### config.mk
export PLATFORM = sky130hd
export DESIGN_NAME = nx_ram_1rw_indirect_access_v3
export DESIGN_NICKNAME = d
export VERILOG_FILES = /design/src/rtl/nx_ram_1rw_indirect_access_v3_pkg.sv /design/src/rtl/nx_ram_1rw_indirect_access_v3_rd_lat_pipe.sv /design/src/rtl/nx_ram_1rw_indirect_access_v3.sv
export SDC_FILE = /design/constraint.sdc
export NUM_CORES = 1
export LEC_CHECK = 0
export CORE_AREA = 3 3 152 154
export DETAILED_ROUTE_END_ITERATION = 8
export DIE_AREA = 0 0 155 157
export SLEW_MARGIN = 20
export SYNTH_ARGS = -nofsm -noshare
export SYNTH_HDL_FRONTEND = slang
export SYNTH_SLANG_ARGS = --single-unit
### constraint.sdc
create_clock -name clk -period 2.7 [get_ports clk]
set_input_delay 0.27 -clock clk [delete_from_list [all_inputs] [get_ports clk]]
set_output_delay 0.27 -clock clk [all_outputs]
set_load 0.05 [all_outputs]
### src/rtl/nx_ram_1rw_indirect_access_v3_pkg.sv
// Shared types for the indirect RAM access controller family.
// Holds command opcodes, status codes, FSM states and the data-word helper.
package nx_mem_typePKG_v3;

  typedef enum logic [3:0] {
    OP_NOP     = 4'd0,
    OP_READ    = 4'd1,
    OP_WRITE   = 4'd2,
    OP_ENABLE  = 4'd3,
    OP_DISABLE = 4'd4,
    OP_FILL    = 4'd5
  } cmnd_op_e;

  typedef enum logic [2:0] {
    STAT_OK       = 3'd0,
    STAT_BUSY     = 3'd1,
    STAT_ADDR_ERR = 3'd2,
    STAT_OP_ERR   = 3'd3
  } stat_code_e;

  typedef enum logic [1:0] {
    ST_IDLE,
    ST_ACCESS,
    ST_RD_WAIT,
    ST_FILL
  } ram_state_e;

  function automatic int unsigned datawords(input int unsigned width);
    return (width + 32'd31) / 32'd32;
  endfunction

endpackage

### src/rtl/nx_ram_1rw_indirect_access_v3_rd_lat_pipe.sv
// Valid shift register matching the RAM macro read latency.
// capture is high in the cycle the issued read's data is on ram_dout.
module nx_ram_rd_lat_pipe #(
  parameter int unsigned RD_LATENCY = 1
) (
  input  logic clk,
  input  logic rst_n,
  input  logic issue,
  output logic capture
);

  logic [RD_LATENCY-1:0] vld;

  always_ff @(posedge clk or negedge rst_n) begin
    if (!rst_n) begin
      vld <= '0;
    end else begin
      vld[0] <= issue;
      for (int unsigned i = 1; i < RD_LATENCY; i++) begin
        vld[i] <= vld[i-1];
      end
    end
  end

  assign capture = vld[RD_LATENCY-1];

endmodule

### src/rtl/nx_ram_1rw_indirect_access_v3.sv
// Indirect-access controller for an external 1RW RAM macro: hw client has
// priority, software issues read/write/fill commands through one register.
module nx_ram_1rw_indirect_access_v3
  import nx_mem_typePKG_v3::*;
#(
  parameter int unsigned N_DATA_BITS     = 38,
  parameter int unsigned N_ENTRIES       = 16384,
  parameter int unsigned N_REG_ADDR_BITS = 11,
  parameter logic [N_REG_ADDR_BITS-1:0] CMND_ADDRESS = 11'h1B8,
  parameter int unsigned RD_LATENCY      = 1,
  parameter int unsigned STARVE_LIMIT    = 15,
  parameter logic [N_DATA_BITS-1:0] RESET_DATA = '0,
  localparam int unsigned N_ADDR_BITS    = $clog2(N_ENTRIES)
) (
  input  logic                       clk,
  input  logic                       rst_n,
  input  logic                       wr_stb,
  input  logic [N_REG_ADDR_BITS-1:0] reg_addr,
  input  logic [3:0]                 cmnd_op,
  input  logic [N_ADDR_BITS:0]       cmnd_addr,
  input  logic [N_DATA_BITS-1:0]     wr_dat,
  output logic [2:0]                 stat_code,
  output logic [4:0]                 stat_datawords,
  output logic [N_ADDR_BITS-1:0]     stat_addr,
  output logic [N_DATA_BITS-1:0]     rd_dat,
  input  logic                       hw_cs,
  input  logic                       hw_we,
  input  logic [N_ADDR_BITS-1:0]     hw_add,
  input  logic [N_DATA_BITS-1:0]     hw_bwe,
  input  logic [N_DATA_BITS-1:0]     hw_din,
  output logic [N_DATA_BITS-1:0]     hw_dout,
  output logic                       hw_yield,
  output logic                       ram_cs,
  output logic                       ram_we,
  output logic [N_ADDR_BITS-1:0]     ram_add,
  output logic [N_DATA_BITS-1:0]     ram_bwe,
  output logic [N_DATA_BITS-1:0]     ram_din,
  input  logic [N_DATA_BITS-1:0]     ram_dout
);

  localparam logic [N_ADDR_BITS:0]   ENTRIES_X = (N_ADDR_BITS+1)'(N_ENTRIES);
  localparam logic [N_ADDR_BITS-1:0] LAST_ADDR = N_ADDR_BITS'(N_ENTRIES - 1);
  localparam logic [7:0]             LIMIT     = 8'(STARVE_LIMIT);

  ram_state_e                 state, state_nxt;
  stat_code_e                 stat_q, stat_nxt;
  logic [N_ADDR_BITS-1:0]     sw_addr, addr_nxt;
  logic [N_DATA_BITS-1:0]     sw_data, data_nxt;
  logic                       sw_we, we_nxt;
  logic                       enable, en_nxt;
  logic [7:0]                 starve, starve_nxt;
  logic                       sw_cs, issue, capture, cmd_hit, addr_bad;

  assign sw_cs    = (state == ST_ACCESS) || (state == ST_FILL);
  assign issue    = sw_cs && !hw_cs;
  assign cmd_hit  = wr_stb && (reg_addr == CMND_ADDRESS) && (state == ST_IDLE);
  assign addr_bad = cmnd_addr >= ENTRIES_X;

  nx_ram_rd_lat_pipe #(.RD_LATENCY(RD_LATENCY)) u_rd_lat_pipe (
    .clk     (clk),
    .rst_n   (rst_n),
    .issue   (issue && !sw_we),
    .capture (capture)
  );

  // Software request registers are never touched while hw_cs blocks them.
  always_comb begin
    if (hw_cs) begin
      ram_we  = hw_we;
      ram_add = hw_add;
      ram_bwe = hw_bwe;
      ram_din = hw_din;
    end else begin
      ram_we  = sw_cs && sw_we;
      ram_add = sw_addr;
      ram_bwe = '1;
      ram_din = sw_data;
    end
  end

  assign ram_cs         = hw_cs || sw_cs;
  assign hw_dout        = enable ? ram_dout : rd_dat;
  assign hw_yield       = (starve == LIMIT);
  assign stat_code      = stat_q;
  assign stat_addr      = sw_addr;
  assign stat_datawords = 5'(datawords(N_DATA_BITS));
  assign starve_nxt     = (sw_cs && hw_cs) ? ((starve == LIMIT) ? starve : starve + 8'd1) : '0;

  always_comb begin
    state_nxt = state;
    stat_nxt  = stat_q;
    addr_nxt  = sw_addr;
    data_nxt  = sw_data;
    we_nxt    = sw_we;
    en_nxt    = enable;
    case (state)
      ST_IDLE: begin
        if (cmd_hit) begin
          case (cmnd_op_e'(cmnd_op))
            OP_NOP: ;
            OP_READ, OP_WRITE, OP_FILL: begin
              if (addr_bad) begin
                stat_nxt = STAT_ADDR_ERR;
              end else begin
                stat_nxt = STAT_BUSY;
                addr_nxt = cmnd_addr[N_ADDR_BITS-1:0];
                we_nxt   = (cmnd_op_e'(cmnd_op) != OP_READ);
                if (cmnd_op_e'(cmnd_op) != OP_READ) data_nxt = wr_dat;
                state_nxt = (cmnd_op_e'(cmnd_op) == OP_FILL) ? ST_FILL : ST_ACCESS;
              end
            end
            OP_ENABLE: begin
              en_nxt   = 1'b1;
              stat_nxt = STAT_OK;
            end
            OP_DISABLE: begin
              en_nxt   = 1'b0;
              stat_nxt = STAT_OK;
            end
            default: stat_nxt = STAT_OP_ERR;
          endcase
        end
      end
      ST_ACCESS: begin
        if (issue) begin
          if (sw_we) begin
            stat_nxt  = STAT_OK;
            state_nxt = ST_IDLE;
          end else begin
            state_nxt = ST_RD_WAIT;
          end
        end
      end
      ST_RD_WAIT: begin
        if (capture) begin
          stat_nxt  = STAT_OK;
          state_nxt = ST_IDLE;
        end
      end
      ST_FILL: begin
        if (issue) begin
          if (sw_addr == LAST_ADDR) begin
            stat_nxt  = STAT_OK;
            state_nxt = ST_IDLE;
          end else begin
            addr_nxt = sw_addr + 1'b1;
          end
        end
      end
      default: state_nxt = ST_IDLE;
    endcase
  end

  // Reset lands in FILL from address 0 so the init sweep restarts every time.
  always_ff @(posedge clk or negedge rst_n) begin
    if (!rst_n) begin
      state   <= ST_FILL;
      stat_q  <= STAT_BUSY;
      sw_addr <= '0;
      sw_data <= RESET_DATA;
      sw_we   <= 1'b1;
      enable  <= 1'b0;
      starve  <= '0;
      rd_dat  <= '0;
    end else begin
      state   <= state_nxt;
      stat_q  <= stat_nxt;
      sw_addr <= addr_nxt;
      sw_data <= data_nxt;
      sw_we   <= we_nxt;
      enable  <= en_nxt;
      starve  <= starve_nxt;
      if (capture) rd_dat <= ram_dout;
    end
  end

endmodule

# Word-level counts from Yosys, hierarchy flattened
# Cells that the tools add are included.
# op_classes
magnitude_cmp,1
n_div,0
n_shift,0
n_bitwise,1
n_eq_ne,23
reduce_logical,22
muxes,33
mul,0
n_addsub,2
# op_table
operator,n
$mux W38,3
$mux W14,6
$pmux W14 S2,1
$mux W2,10
$mux W3,6
$mux W8,2
$ne A2 B2 Y1 const B,8
$ge A15 B15 Y1 const B,1
$add A14 B1 Y14 const B,1
$eq A14 B14 Y1 const B,1
$reduce_and A7 Y1,2
$pmux W3 S4,1
$eq A11 B9 Y1 const B,1
$pmux W3 S3,1
$add A8 B1 Y8 const B,1
$eq A4 B2 Y1 const B,2
$eq A4 B3 Y1 const B,2
$eq A8 B4 Y1 const B,1
$pmux W2 S4,1
$logic_and A1 B1 Y1,6
$ne A2 B1 Y1 const B,3
$reduce_and A6 Y1,1
$reduce_and A5 Y1,1
$eq A2 B2 Y1 const B,2
other kinds (15),18
# totals
rom_bits,0
ram_bits,0
latchBits,0
reg_bits,106
mem_count,0

# Logic depth before layout (Yosys ltp)
# logic_depth
depth_word,6
ltp_mapped,8
mapped_depth_nobuf,6

# Cells and area by module
# Synthesis repeated with hierarchy kept, for this count alone.
# unflattened
hier_cells,519
area_unflattened_um2,5938.2
# modules_own_cells
mod,n_inst,area_per_inst_um2,cells_each
nx_ram_1rw_indirect_access_v3,1,5913.2,518
nx_ram_rd_lat_pipe,1,25.0,1

# Least setup slack after synthesis
# Ideal clock, no wire load.
# synth_path
path_type,register -> output
startpoint,register state[0]
endpoint,output ram_we
path_stages_with_launch,4
arrival_time_ps,1931
slack_ps,499
required_ps,2430
path_cell_list,dfstp_2 > clkbuf_1 > nand2_1 > o21ai_0
# synth_via
elab_chain_len,4
# synth_rtl
element,line_no,text
from (decl),nx_ram_1rw_indirect_access_v3.sv:45,"ram_state_e state, state_nxt;"
from (signal assigned),nx_ram_1rw_indirect_access_v3.sv:166,state <= state_nxt;
$eq A2 B1 Y1 / $eq A2 B2 Y1 (equally long branches),nx_ram_1rw_indirect_access_v3.sv:54,assign sw_cs = (state == ST_ACCESS) || (state == ST_FILL);
$logic_or A1 B1 Y1 (*),nx_ram_1rw_indirect_access_v3.sv:54,
$logic_and A1 B1 Y1 (*),nx_ram_1rw_indirect_access_v3.sv:74,ram_we = sw_cs && sw_we;
$mux W1 (*),nx_ram_1rw_indirect_access_v3.sv:68,if (hw_cs) begin
to (decl),nx_ram_1rw_indirect_access_v3.sv:34,"output logic ram_we,"
# Every way passes the cells marked *; elsewhere a longest branch is shown, timed or not.

# Worst setup path after layout
# Same ends and word-level chain as after synthesis.

==> results_dict.tcl <==
set metrics [dict create \
    status "complete, no violations" \
    dpl_worst_slack_ns 0.270 \
    post_drt_wl_per_cell_um 18.0 \
    syn_avg_cell_area_um2 11.4 \
    row_count 54 \
    antenna_found_initial 1 \
    fin_cells 1191 \
    h-tree-depth 3 \
    die_h_um 157 \
    grt_pass1_vias 5660 \
    setup_tns_ns 0 \
    final_common_cell "clkdlybuf4s50_1" \
    rsz0062_at_grt "no" \
    synth-async-reset-ratio_pct 100 \
    wl_met3_um 1680 \
    clock_sinks 105 \
    post_cts_resized 0 \
    comb_power_share_pct 40.8 \
    start_util_pct 27.6 \
    wl_met1_um 8700 \
    post-route-period-util_pct 91.5 \
    synth-edff-count 0 \
    clk_pin_slew_ns 0.07 \
    yosysTopAreaCellShare_pct 42.0 \
    io_pins 392 \
    core_um2 21800 \
    hold_violations 0 \
    final_core_util_pct 50.0 \
    fin_worst_skew_ns 0.00605 \
    required_ns 2.43 \
    min_path_type "in -> async" \
    finalMaxSlewViolations 0 \
    p_sw_share_pct 37.1 \
    cp-start-kind "flip-flop" \
    rr_worst_depth 7 \
    p_total_mw 5.40 \
    arrival_ns 2.20 \
    grt_max_degree 64 \
    finalSetupViolations 0 \
    ir_drop_uv 282 \
    drc_errors 0 \
    maxCapViolations 0 \
    drtIter0Drc 263 \
    seq_power_share_pct 34.1 \
    cts_tree "done" \
    hold_ws_ns 0.465 \
    cts_buffers 9 \
    ant_nets 0 \
    design_area_um2 10900 \
    die_x_um 155 \
    power_density_nw_per_um2 495 \
    period_needed_ns 2.47 \
    placed_cells 1173 \
    synth_area_um2 6020 \
    yosysWarnings 0 \
    synth_ff_type "dfrtp_1" \
    synth-seq-cells 105 \
    gp_congestion 0.836 \
    p_switching_mw 2.00 \
    rrSetupSlack_ns 0.51 \
    dpl.hpwl_um 17000 \
    slew_headroom_pct 49.5 \
    insertion_delay_ns 0.35 \
    ctsHoldBuffers 1 \
    fin_ws_ns 0.230 \
    synth.area.top_cells "dfrtp_1, mux2_2, nand2b_1" \
    yosysUniqueCellTypes 56 \
    synth_area_leader_cell "dfrtp_1" \
    grt_pass1_wl_um 32500 \
    worstMarginPinSlew_ns 0.752 \
    power_leakage_nw 4.64 \
    top_layer "met4" \
    placed_cell_area_um2 10600 \
    drt-total-wl_um 21500 \
    vias 5490 \
    clockPowerShare_pct 25.1 \
    worstSetupPathType "reg -> out" \
    worst-path-max-fanout 14 \
    layout_common_cells "clkdlybuf4s50_1, mux2_2, dfrtp_1, buf_12, nand2b_1" \
    drive_above_1_share_pct 27.1 \
    dr_wl_met2_um 10800 \
    cts_root_buf "clkbuf_16" \
    p_int_mw 3.40 \
    dr.pass1.iters 4 \
    vias_per_cell 4.61 \
    io_buffers 385 \
    synth_cells 527 \
    fmax_ghz 0.405 \
    dieArea_um2 24300 \
    grt_usage_pct 17.0 \
    setup.worst_path.end_class "primary output" \
    cts_setup_buffers 0 \
    rr_endpoint "stat_addr[6]$_DFFE_PN0P_" \
    synth.yosys.seq_area_share_pct 43.7 \
    clockBufferDepth 2 \
    layout-area-overhead-vs-synth_pct 81.2 \
    nets 1108 \
    grt_overflow 0 \
    r2r_start "stat_addr[1]$_DFFE_PN0P_" \
]
critical path, cell delays in order (launching register included):
cell and delay [ns]:
dfstp_2 0.69, nand2_1 0.16, o21ai_0 0.17, clkdlybuf4s50_1 0.83
flip-flops by register name, summed over array words and instances (netlist names):
| register | count |
|---|---|
| enable | 1 |
| rd_dat | 38 |
| starve | 8 |
| stat_addr | 14 |
| stat_code | 2 |
| state | 2 |
| sw_data | 38 |
| sw_we | 1 |
| u_rd_lat_pipe.capture | 1 |
cell type report:
| type | count | area, µm² |
|---|---|---|
| inverters | 7 | 26.3 |
| clock inverters | 7 | 78.8 |
| clock buffers | 9 | 225 |
| flip-flops and latches | 105 | 2630 |
| diodes | 1 | 2.50 |
| fillers | 2000 | 10900 |
| repair buffers | 404 | 4420 |
| well taps | 280 | 350 |
| multi-input cells | 378 | 3170 |
worst max path at each step:
stage | startpoint | endpoint | cells after the start | slack (ns)
floorplan | state[0]$_DFFE_PN1P_ | ram_we | 3 | 0.50
global placement | reg_addr[1] | sw_data[4]$_DFFE_PN0P_ | 6 | 0.29
detailed placement | reg_addr[1] | sw_data[13]$_DFFE_PN0P_ | 6 | 0.27
CTS | state[0]$_DFFE_PN1P_ | ram_we | 3 | 0.20
global route | starve[0]$_DFFE_PN0P_ | hw_yield | 4 | 0.14
finish | state[0]$_DFFE_PN1P_ | ram_we | 3 | 0.23
power by group through the flow:
stage,sequential [mW],clock [mW],combinational [mW]
3_3_place_gp,1.87,0,2.22
5_1_grt,1.87,1.48,2.29
4_1_cts,1.84,1.42,2.23
2_1_floorplan,2.36,0,0.724
3_5_place_dp,1.88,0,2.22
6_report,1.84,1.35,2.20
cell usage after synthesis, types with 2 or more instances:
master    instances
a21oi_1          14
buf_6             2
a32o_1            3
nand4_1           8
buf_1            10
a211oi_1          2
nor3b_1           2
a31oi_1           5
clkbuf_1         16
dfrtp_1         101
o31ai_1           4
inv_1             7
and3_1            4
o22ai_1           2
mux2_2          157
nor3_1            9
or2_2             4
nand2b_1         40
ha_1              2
and2_1            2
nor2_1           19
conb_1            2
or3_1             4
a22oi_1           4
nand2_1          21
mux2_1            9
nand3_1          10
a311oi_1          3
buf_4             9
dfstp_2           4
buf_2             3
nor2b_1           3
mux2i_1           3
o21ai_0          17
cell families (layout without fill, tap and decap cells):
logic type                 Yosys count  after routing  share of synthesized area (%)
other                                2              7                          0.125
and+or+nand+nor                    137            137                           13.0
xor gates and xnor gates             2              2                          0.291
adders and majority gates            2              2                          0.416
AOI/OAI and AO/OA                   62             62                           6.98
muxes                              169            169                           31.5
DFF                                105            105                           43.7
buffers and inverters               48            427                           3.89
layer usage:
layer / vias to the layer above / track usage [%]
li1: 2656 / -
met1: 2578 / 21.3
met4: 0 / 4.29
met2: 241 / 28.8
met3: 15 / 5.31
met5: - / 0
Power figures use the tool's default switching activity.
